<file path="config.mk">
export PLATFORM = sky130hd
export DESIGN_NAME = sha256_multiblock_core
export DESIGN_NICKNAME = d
export VERILOG_FILES = /design/src/rtl/sha256_multiblock_core.sv
export SDC_FILE = /design/constraint.sdc
export NUM_CORES = 2
export LEC_CHECK = 0
export BUFFER_PORTS_ARGS = -buffer_cell sky130_fd_sc_hd__buf_4
export CAP_MARGIN = 25
export CORE_UTILIZATION = 61
export DETAILED_ROUTE_END_ITERATION = 8
export PLACE_DENSITY = 0.82
export SYNTH_ARGS = -nofsm -noshare
export SYNTH_HDL_FRONTEND = slang
export SYNTH_SLANG_ARGS = --single-unit
</file>
<file path="constraint.sdc">
create_clock -name clk -period 8.1 [get_ports clk]
set_input_delay 0.81 -clock clk [delete_from_list [all_inputs] [get_ports clk]]
set_output_delay 0.81 -clock clk [all_outputs]
set_load 0.01 [all_outputs]
</file>
<file path="src/rtl/sha256_multiblock_core.sv">
`default_nettype none
// +--------------------------------------------------------------------------------------------+
// | sha256_multiblock_core: SHA-224/256 compression with chaining across pre-padded 512b blocks |
// | Rev 1.0                                                                                    |
// +--------------------------------------------------------------------------------------------+
module sha256_multiblock_core #(
  parameter int UNROLL    = 1,
  parameter int MSG_SIZ   = 512,
  parameter int WRD_SIZE  = 32,
  parameter int HASH_SIZE = 256
) (
  input  logic                 clk,
  input  logic                 reset_n,
  input  logic                 i_blk_valid,
  output logic                 o_blk_ready,
  input  logic [MSG_SIZ-1:0]   i_blk,
  input  logic                 i_first,
  input  logic                 i_last,
  input  logic                 i_mode,
  output logic                 o_digest_valid,
  input  logic                 i_digest_ready,
  output logic [HASH_SIZE-1:0] o_digest,
  output logic                 o_busy
);

  if (!(UNROLL == 1 || UNROLL == 2 || UNROLL == 4)) begin : g_bad_unroll
    $error("sha256_multiblock_core: UNROLL must be 1, 2 or 4");
  end

  typedef logic [WRD_SIZE-1:0] word_t;
  typedef enum logic [1:0] {IDLE = 2'd0, ROUND = 2'd1, FINAL = 2'd2, DONE = 2'd3} state_t;

  localparam logic [255:0] IV256 = 256'h6a09e667_bb67ae85_3c6ef372_a54ff53a_510e527f_9b05688c_1f83d9ab_5be0cd19;
  localparam logic [255:0] IV224 = 256'hc1059ed8_367cd507_3070dd17_f70e5939_ffc00b31_68581511_64f98fa7_befa4fa4;
  localparam logic [5:0]   LAST_CNT = 6'(64 - UNROLL);

  localparam word_t K_ROM [0:63] = '{
    32'h428a2f98, 32'h71374491, 32'hb5c0fbcf, 32'he9b5dba5, 32'h3956c25b, 32'h59f111f1, 32'h923f82a4, 32'hab1c5ed5,
    32'hd807aa98, 32'h12835b01, 32'h243185be, 32'h550c7dc3, 32'h72be5d74, 32'h80deb1fe, 32'h9bdc06a7, 32'hc19bf174,
    32'he49b69c1, 32'hefbe4786, 32'h0fc19dc6, 32'h240ca1cc, 32'h2de92c6f, 32'h4a7484aa, 32'h5cb0a9dc, 32'h76f988da,
    32'h983e5152, 32'ha831c66d, 32'hb00327c8, 32'hbf597fc7, 32'hc6e00bf3, 32'hd5a79147, 32'h06ca6351, 32'h14292967,
    32'h27b70a85, 32'h2e1b2138, 32'h4d2c6dfc, 32'h53380d13, 32'h650a7354, 32'h766a0abb, 32'h81c2c92e, 32'h92722c85,
    32'ha2bfe8a1, 32'ha81a664b, 32'hc24b8b70, 32'hc76c51a3, 32'hd192e819, 32'hd6990624, 32'hf40e3585, 32'h106aa070,
    32'h19a4c116, 32'h1e376c08, 32'h2748774c, 32'h34b0bcb5, 32'h391c0cb3, 32'h4ed8aa4a, 32'h5b9cca4f, 32'h682e6ff3,
    32'h748f82ee, 32'h78a5636f, 32'h84c87814, 32'h8cc70208, 32'h90befffa, 32'ha4506ceb, 32'hbef9a3f7, 32'hc67178f2
  };

  function automatic word_t rotr(input word_t x, input int n);
    return (x >> n) | (x << (WRD_SIZE - n));
  endfunction
  function automatic word_t bsig0(input word_t x); return rotr(x, 2) ^ rotr(x, 13) ^ rotr(x, 22); endfunction
  function automatic word_t bsig1(input word_t x); return rotr(x, 6) ^ rotr(x, 11) ^ rotr(x, 25); endfunction
  function automatic word_t ssig0(input word_t x); return rotr(x, 7) ^ rotr(x, 18) ^ (x >> 3); endfunction
  function automatic word_t ssig1(input word_t x); return rotr(x, 17) ^ rotr(x, 19) ^ (x >> 10); endfunction

  state_t         state, state_next;
  word_t          h    [8];
  word_t          v    [8];
  word_t          w    [16];
  word_t          nv   [8];
  word_t          nw   [16];
  word_t          t1, t2, wn;
  logic [5:0]     cnt;
  logic           mode, last;
  logic [255:0]   iv_sel;
  logic [HASH_SIZE-1:0] digest_next;

  assign iv_sel = i_mode ? IV224 : IV256;

  // Window always holds W_t..W_t+15, so expanding one word per round is valid from t=0.
  always_comb begin
    nv = v;
    nw = w;
    t1 = '0;
    t2 = '0;
    wn = '0;
    for (int k = 0; k < UNROLL; k++) begin
      t1 = nv[7] + bsig1(nv[4]) + ((nv[4] & nv[5]) ^ (~nv[4] & nv[6])) + K_ROM[cnt + 6'(k)] + nw[0];
      t2 = bsig0(nv[0]) + ((nv[0] & nv[1]) ^ (nv[0] & nv[2]) ^ (nv[1] & nv[2]));
      nv[7] = nv[6]; nv[6] = nv[5]; nv[5] = nv[4]; nv[4] = nv[3] + t1;
      nv[3] = nv[2]; nv[2] = nv[1]; nv[1] = nv[0]; nv[0] = t1 + t2;
      wn = ssig1(nw[14]) + nw[9] + ssig0(nw[1]) + nw[0];
      for (int j = 0; j < 15; j++) nw[j] = nw[j+1];
      nw[15] = wn;
    end
  end

  always_comb begin
    digest_next = '0;
    for (int j = 0; j < 8; j++) digest_next[HASH_SIZE-1-WRD_SIZE*j -: WRD_SIZE] = h[j] + v[j];
    if (mode) digest_next[WRD_SIZE-1:0] = '0;
  end

  always_comb begin
    state_next  = state;
    o_blk_ready = (state == IDLE);
    o_busy      = (state != IDLE);
    case (state)
      IDLE:    if (i_blk_valid) state_next = ROUND;
      ROUND:   if (cnt == LAST_CNT) state_next = FINAL;
      FINAL:   state_next = last ? DONE : IDLE;
      DONE:    if (i_digest_ready) state_next = IDLE;
      default: state_next = IDLE;
    endcase
  end

  always_ff @(posedge clk or negedge reset_n) begin
    if (!reset_n) begin
      state          <= IDLE;
      cnt            <= '0;
      mode           <= 1'b0;
      last           <= 1'b0;
      o_digest_valid <= 1'b0;
      o_digest       <= '0;
      for (int j = 0; j < 8; j++) begin
        h[j] <= IV256[255-32*j -: 32];
        v[j] <= '0;
      end
      for (int j = 0; j < 16; j++) w[j] <= '0;
    end else begin
      state <= state_next;
      case (state)
        IDLE: if (i_blk_valid) begin
          for (int j = 0; j < 16; j++) w[j] <= i_blk[MSG_SIZ-1-WRD_SIZE*j -: WRD_SIZE];
          for (int j = 0; j < 8; j++) begin
            if (i_first) begin
              h[j] <= iv_sel[255-32*j -: 32];
              v[j] <= iv_sel[255-32*j -: 32];
            end else begin
              v[j] <= h[j];
            end
          end
          if (i_first) mode <= i_mode;
          last <= i_last;
          cnt  <= '0;
        end
        ROUND: begin
          v   <= nv;
          w   <= nw;
          cnt <= cnt + 6'(UNROLL);
        end
        FINAL: begin
          for (int j = 0; j < 8; j++) h[j] <= h[j] + v[j];
          if (last) begin
            o_digest       <= digest_next;
            o_digest_valid <= 1'b1;
          end
        end
        DONE: if (i_digest_ready) o_digest_valid <= 1'b0;
        default: ;
      endcase
    end
  end

endmodule
`default_nettype wire

</file>
* After elaboration in Yosys (flattened, before gate mapping)
Memories as Yosys holds them, arrays and structs flattened.
Index checks and enable logic that the tools add are counted.
** Operators by class
- Add/subtract/negate cells :: 19
- $lt $le $gt $ge :: 1
- Equality and inequality tests :: 8
- Multiplexer cells :: 27
- Bitwise gates (word level) :: 28
- Reductions and logical operators :: 12
** Operators by type and width (number)
- 256-bit one-hot mux with 2 select lines :: 2
- 512-bit one-hot mux with 2 select lines :: 1
- 32-bit adder :: 18
- 256-bit 2-to-1 mux :: 2
- 512-bit 2-to-1 mux :: 1
- 32-bit 2-to-1 mux :: 11
- 32-bit bitwise XOR :: 9
- 32-bit bitwise AND :: 5
- 32-bit inverter :: 1
- 10-bit by 32-bit bitwise OR with 32-bit output :: 1
- 13-bit by 32-bit bitwise OR with 32-bit output :: 1
- 14-bit by 32-bit bitwise OR with 32-bit output :: 1
- 15-bit by 32-bit bitwise OR with 32-bit output :: 1
- 19-bit by 32-bit bitwise OR with 32-bit output :: 1
- 21-bit by 32-bit bitwise OR with 32-bit output :: 1
- 25-bit by 32-bit bitwise OR with 32-bit output :: 1
- 26-bit by 32-bit bitwise OR with 32-bit output :: 1
- 30-bit by 32-bit bitwise OR with 32-bit output :: 1
- 7-bit by 32-bit bitwise OR with 32-bit output :: 1
- 32-bit by 22-bit bitwise XOR with 32-bit output :: 1
- 32-bit by 29-bit bitwise XOR with 32-bit output :: 1
- 6-bit one-hot mux with 2 select lines :: 1
- 3-bit AND reduction :: 3
- 2-bit 2-to-1 mux :: 4
- 14 further kinds :: 25
** Word-level totals
- Register bits :: 1291
- Memory bits (read-only) :: 2048
- Input port bits :: 519
- Output and inout port bits :: 259
- Logic and storage cells :: 134
- Memories :: 1
** Memories
- (no name shown) :: depth 64, bits a word 32, read ports 1, clocked after Yosys merged registers in 0, write ports 0, RTL line 78 : t1 = nv[7] + bsig1(nv[4]) + ((nv[4] & nv[5]) ^ (~nv[4] & nv[6])) + K_ROM[cnt + 6'(k)] + nw[0];

* Depth between registers and ports, before layout
- Depth after elaboration :: 9
- Depth in mapped cells :: 39
- Mapped depth without buffers :: 38

* Worst setup path after synthesis
No wires, ideal clock.
- Kind :: register to register
- From :: register cnt[2]
- To :: register v, in the netlist nv[222]
- Library setup time :: 0.134 ns
- Arrival time :: 7.224 ns
- Data required time :: 7.966 ns
- Setup slack :: 0.743 ns
- Stages on the path, launching flop included :: 37
- Buffers on the path :: 2
- Period minus slack after synthesis :: 7.357 ns
- Path through :: dfrtp_1 > inv_1 > clkbuf_1 > buf_1 > ha_1 > mux2_2 > nor3_1 > a211oi_1 > a21oi_1 > fa_1 > inv_1 > ha_1 > inv_1 > fa_1 > nor2b_1 > o31a_1 > o21a_1 > and2_1 > nand3_1 > nand2_1 > a21oi_1 > xnor2_1 > inv_1 > fa_1 > inv_1 > ha_1 > a21oi_1 > nor2b_1 > o21ai_0 > nand2b_1 > a221o_1 > a31oi_1 > o211ai_1 > a221o_1 > a21boi_0 > xor2_1 > o21ai_0
** On the way
- Cells in the longest elaborated chain, start to end :: 8
** RTL lines
- start: declaration :: RTL line 63 : logic [5:0] cnt;
- start signal: assignment :: RTL line 140 : cnt <= cnt + 6'(UNROLL);
- 6-bit inverter with 7-bit output (implied by the code) :: RTL line 78
- memory read 64 x 32 bit
- 32-bit 2-to-1 mux (implied by the code) (2 in a row) :: RTL line 78
- 32-bit adder (2 in a row) :: RTL line 78
- 32-bit adder :: RTL line 81 : nv[3] = nv[2]; nv[2] = nv[1]; nv[1] = nv[0]; nv[0] = t1 + t2;
- 256-bit one-hot mux with 2 select lines :: RTL line 122 : case (state)
- end signal: indexed assignment :: RTL line 128 : v[j] <= iv_sel[255-32*j -: 32];
- end signal: indexed assignment :: RTL line 130 : v[j] <= h[j];
- end signal: assignment :: RTL line 138 : v <= nv;
- end: declaration :: RTL line 58 : word_t v [8];
Every way passes these cells. The select of a mux whose other input is x is not followed.
A chain may end at the register's enable or synchronous reset.

* Final worst setup path
- From :: register cnt[1]
- To :: register v, in the netlist nv[222]
The elaborated chain is that of the path after synthesis.

==> run_results.csv <==
group,metric,value,unit
status,outcome,"completed",
sta,skew,0.03683,ns
yosys,synth-seq-area-share,0.3894,
yosys,syn-cell-area,0.08341,mm^2
detailed_routing,postRouteAntennaNets,0,
sta,holdWs,0.1997,ns
floorplanning,fp.coreArea,0.1356,mm^2
clock_network,cts.clk_slew.worst_paths,0.06,ns
yosys,synthMuxAreaShare,0.007620,
detailed_routing,drt_iter0_drc,10380,
final_layout,final_nets,11580,
detailed_routing,wirelength,338300,um
floorplanning,initial_core_util,0.6150,
detailed_routing,wl_per_cell,27.29,um
yosys,syn_inst,9978,
placement,hpwl,248400,um
grt,use_met2,0.6998,
yosys,synthXorXnorAreaFrac,0.06035,
critical_path,worstPathMaxFanout,8,
yosys,synth_top_area_cell,"dfrtp_1",
grt,grt_pass1_vias,76900,
yosys,synth_compound_area_frac,0.2178,
final_layout,final_cell_mix,"nand2_1 (1748), dfrtp_1 (1152), buf_4 (1041), nor2_1 (874), o21ai_0 (847)",
floorplanning,num_rows,135,
sta,fmaxAchievable,129.2,MHz
critical_path,end_kind,"flop",
grt,grt_use_total,0.4797,
critical_path,arrival,8.42,ns
yosys,yosys.area_share.adder,0.1069,
clock_network,ctsLongestPathBuffers,3,
sta,fin_tns_setup,0,ns
sta,maxSlewViolCount,0,
yosys,synth_top_family_by_area,"compound AO/OA/AOI/OAI gates",
sta,rsz0062_at_grt,"no",
yosys,synth_edf_count,0,
yosys,synth-simple-area-share,0.1626,
critical_path,crit_path_max_incr_delay,0.56,ns
critical_path,cp.required,8.78,ns
yosys,yosys_warnings,0,
sta,period_needed,7.740,ns
yosys,yosys.cell_types.count,95,
grt,grt_overflow,0,
grt,grt_pass1_wl,490900,um
final_layout,final_common_cell,"nand2_1",
clock_network,clockRootBuffer,"clkbuf_16",
sta,setup_viol_count_final,0,
detailed_routing,viasPerCell,6.564,
sta,post-route-period-util,0.9555,
clock_network,cts_tree,"built",
grt,grt-busiest-layer,"met2",
placement,portBuffers,777,
floorplanning,die_x,371.8,um
grt,antenna_found_initial,35,
detailed_routing,vias,81370,
critical_path,path_common_cell,"o21ai_0",
clock_network,post_cts_buffers,0,
flow_run,maxCapViolations,0,
detailed_routing,drt_pass1_iterations,8,
floorplanning,die_area,0.1382,mm^2
clock_network,htree_levels,4,
sta,hold_violations,0,
final_layout,syn_to_final_growth,15.49,%
clock_network,cts.sinks,1291,
clock_network,clk_latency,0.83,ns
critical_path,worst_path_max_delay_cell,"fa_1",
yosys,synth_area_leaders,"dfrtp_1 (35%), nand2_1 (7.9%), ha_1 (5.9%), o21ai_0 (5.1%), fa_1 (4.7%)",
hold_path,worst_hold_path_type,"primary input to flop",
grt,grt_max_degree,240,
yosys,synth-seq-cells,1291,
grt,met3_usage,0.1337,
critical_path,critical_path_class,"flop to flop",
floorplanning,pin_count,778,
yosys,async_reset_ff_frac,1.000,
final_layout,drive_above_1_share,0.1452,
critical_path,cp-start-kind,"flop",
clock_network,numCtsBuffers,141,
yosys,ys.flop_type,"dfrtp_1",
placement,place_congestion,1.068,
yosys,yosysTopAreaCellShare,0.3465,
sta,maxSlewHeadroom,0.1923,
detailed_routing,drc,0,
sta,worst_slew_pin_slew,1.198,ns
yosys,postSynthAreaPerCell,8.359,um^2
floorplanning,die_h,371.8,um
yosys,synth_nets,11090,
grt,grtUsageMet1,0.5956,
## cell usage after synthesis, types with 130 or more instances
cell,n
ha_1,395
a21oi_1,691
nand2_1,1754
xor2_1,246
nor3_1,154
clkbuf_1,682
a21o_1,188
dfstp_2,136
nand3_1,130
nor2_1,878
xnor2_1,321
dfrtp_1,1155
inv_1,506
a31oi_1,549
o21ai_0,848
fa_1,197
## cell families after synthesis
kind of cell               count (synthesis)
DFF                                     1291
adders and majority gates                595
buffers and inverters                   1226
AOI/OAI and AO/OA                       2979
and+or+nand+nor                         3264
xor gates and xnor gates                 570
muxes                                     53
## per-stage QoR
step	instance area [um^2]	setup slack, ns	util	cells
6_report	96330	0.3604	0.7102	12400
5_1_grt	96300	0.001190	0.7100	12390
4_1_cts	96160	0.4296	0.7090	12360
3_5_place_dp	91280	0.4803	0.6730	12100
3_3_place_gp	91240	0.3886	0.6727	12100
2_1_floorplan	83410	0.7428	-	9978
## critical path: cells and delay by family, from the launching register on
family	cells	cell delay, ns
AOI/OAI and AO/OA	15	3.17
adders and majority gates	5	2.13
and+or+nand+nor	8	1.05
buffers and inverters	5	0.48
DFF	1	0.38
xor gates and xnor gates	2	0.37
## timing repair
item	in CTS	in global routing
gates resized for setup	0	6
endpoints found under the hold margin	26	0
endpoints found under the setup margin	0	5
hold buffers	1	0
## sequential cells by signal (all words and copies together) (netlist names), 2 cells and up
signal / cells
v: 64
h: 256
nw: 480
nv: 192
w: 32
state: 2
cnt: 6
o_digest: 256
## layer usage
metal	vias up	share of wire
li1	35360	-
met1	38860	0.36
met2	5611	0.43
met3	1522	0.12
met4	20	0.099
met5	-	0.00038
## final cells by class
cell class	count	area (um^2)
well taps	1781	2228
flip-flops and latches	1291	32480
inverters	508	1909
repair buffers	1067	8339
multi-input cells	7461	46430
clock inverters	59	847.1
diodes	29	72.57
fillers	10400	39310
clock buffers	201	4025
## path summary, 6_finish.rpt
check                           slack [ns]       endpoint  cells past startpoint         start
max in group asynchronous             5.20        nw[291]                      4       reset_n
worst min-delay path                  0.20           last                      3        i_last
worst max-delay path                  0.36        nv[222]                     35        cnt[1]
worst min register to register        0.48   o_digest[80]                      2  o_digest[80]
worst max register to register        0.36        nv[222]                     35        cnt[1]
min in group asynchronous             0.58  o_digest[141]                      2       reset_n
Power is left out: the tool's default activity adds up to more than one toggle a clock period on the data nets, which glitch-free logic cannot reach.
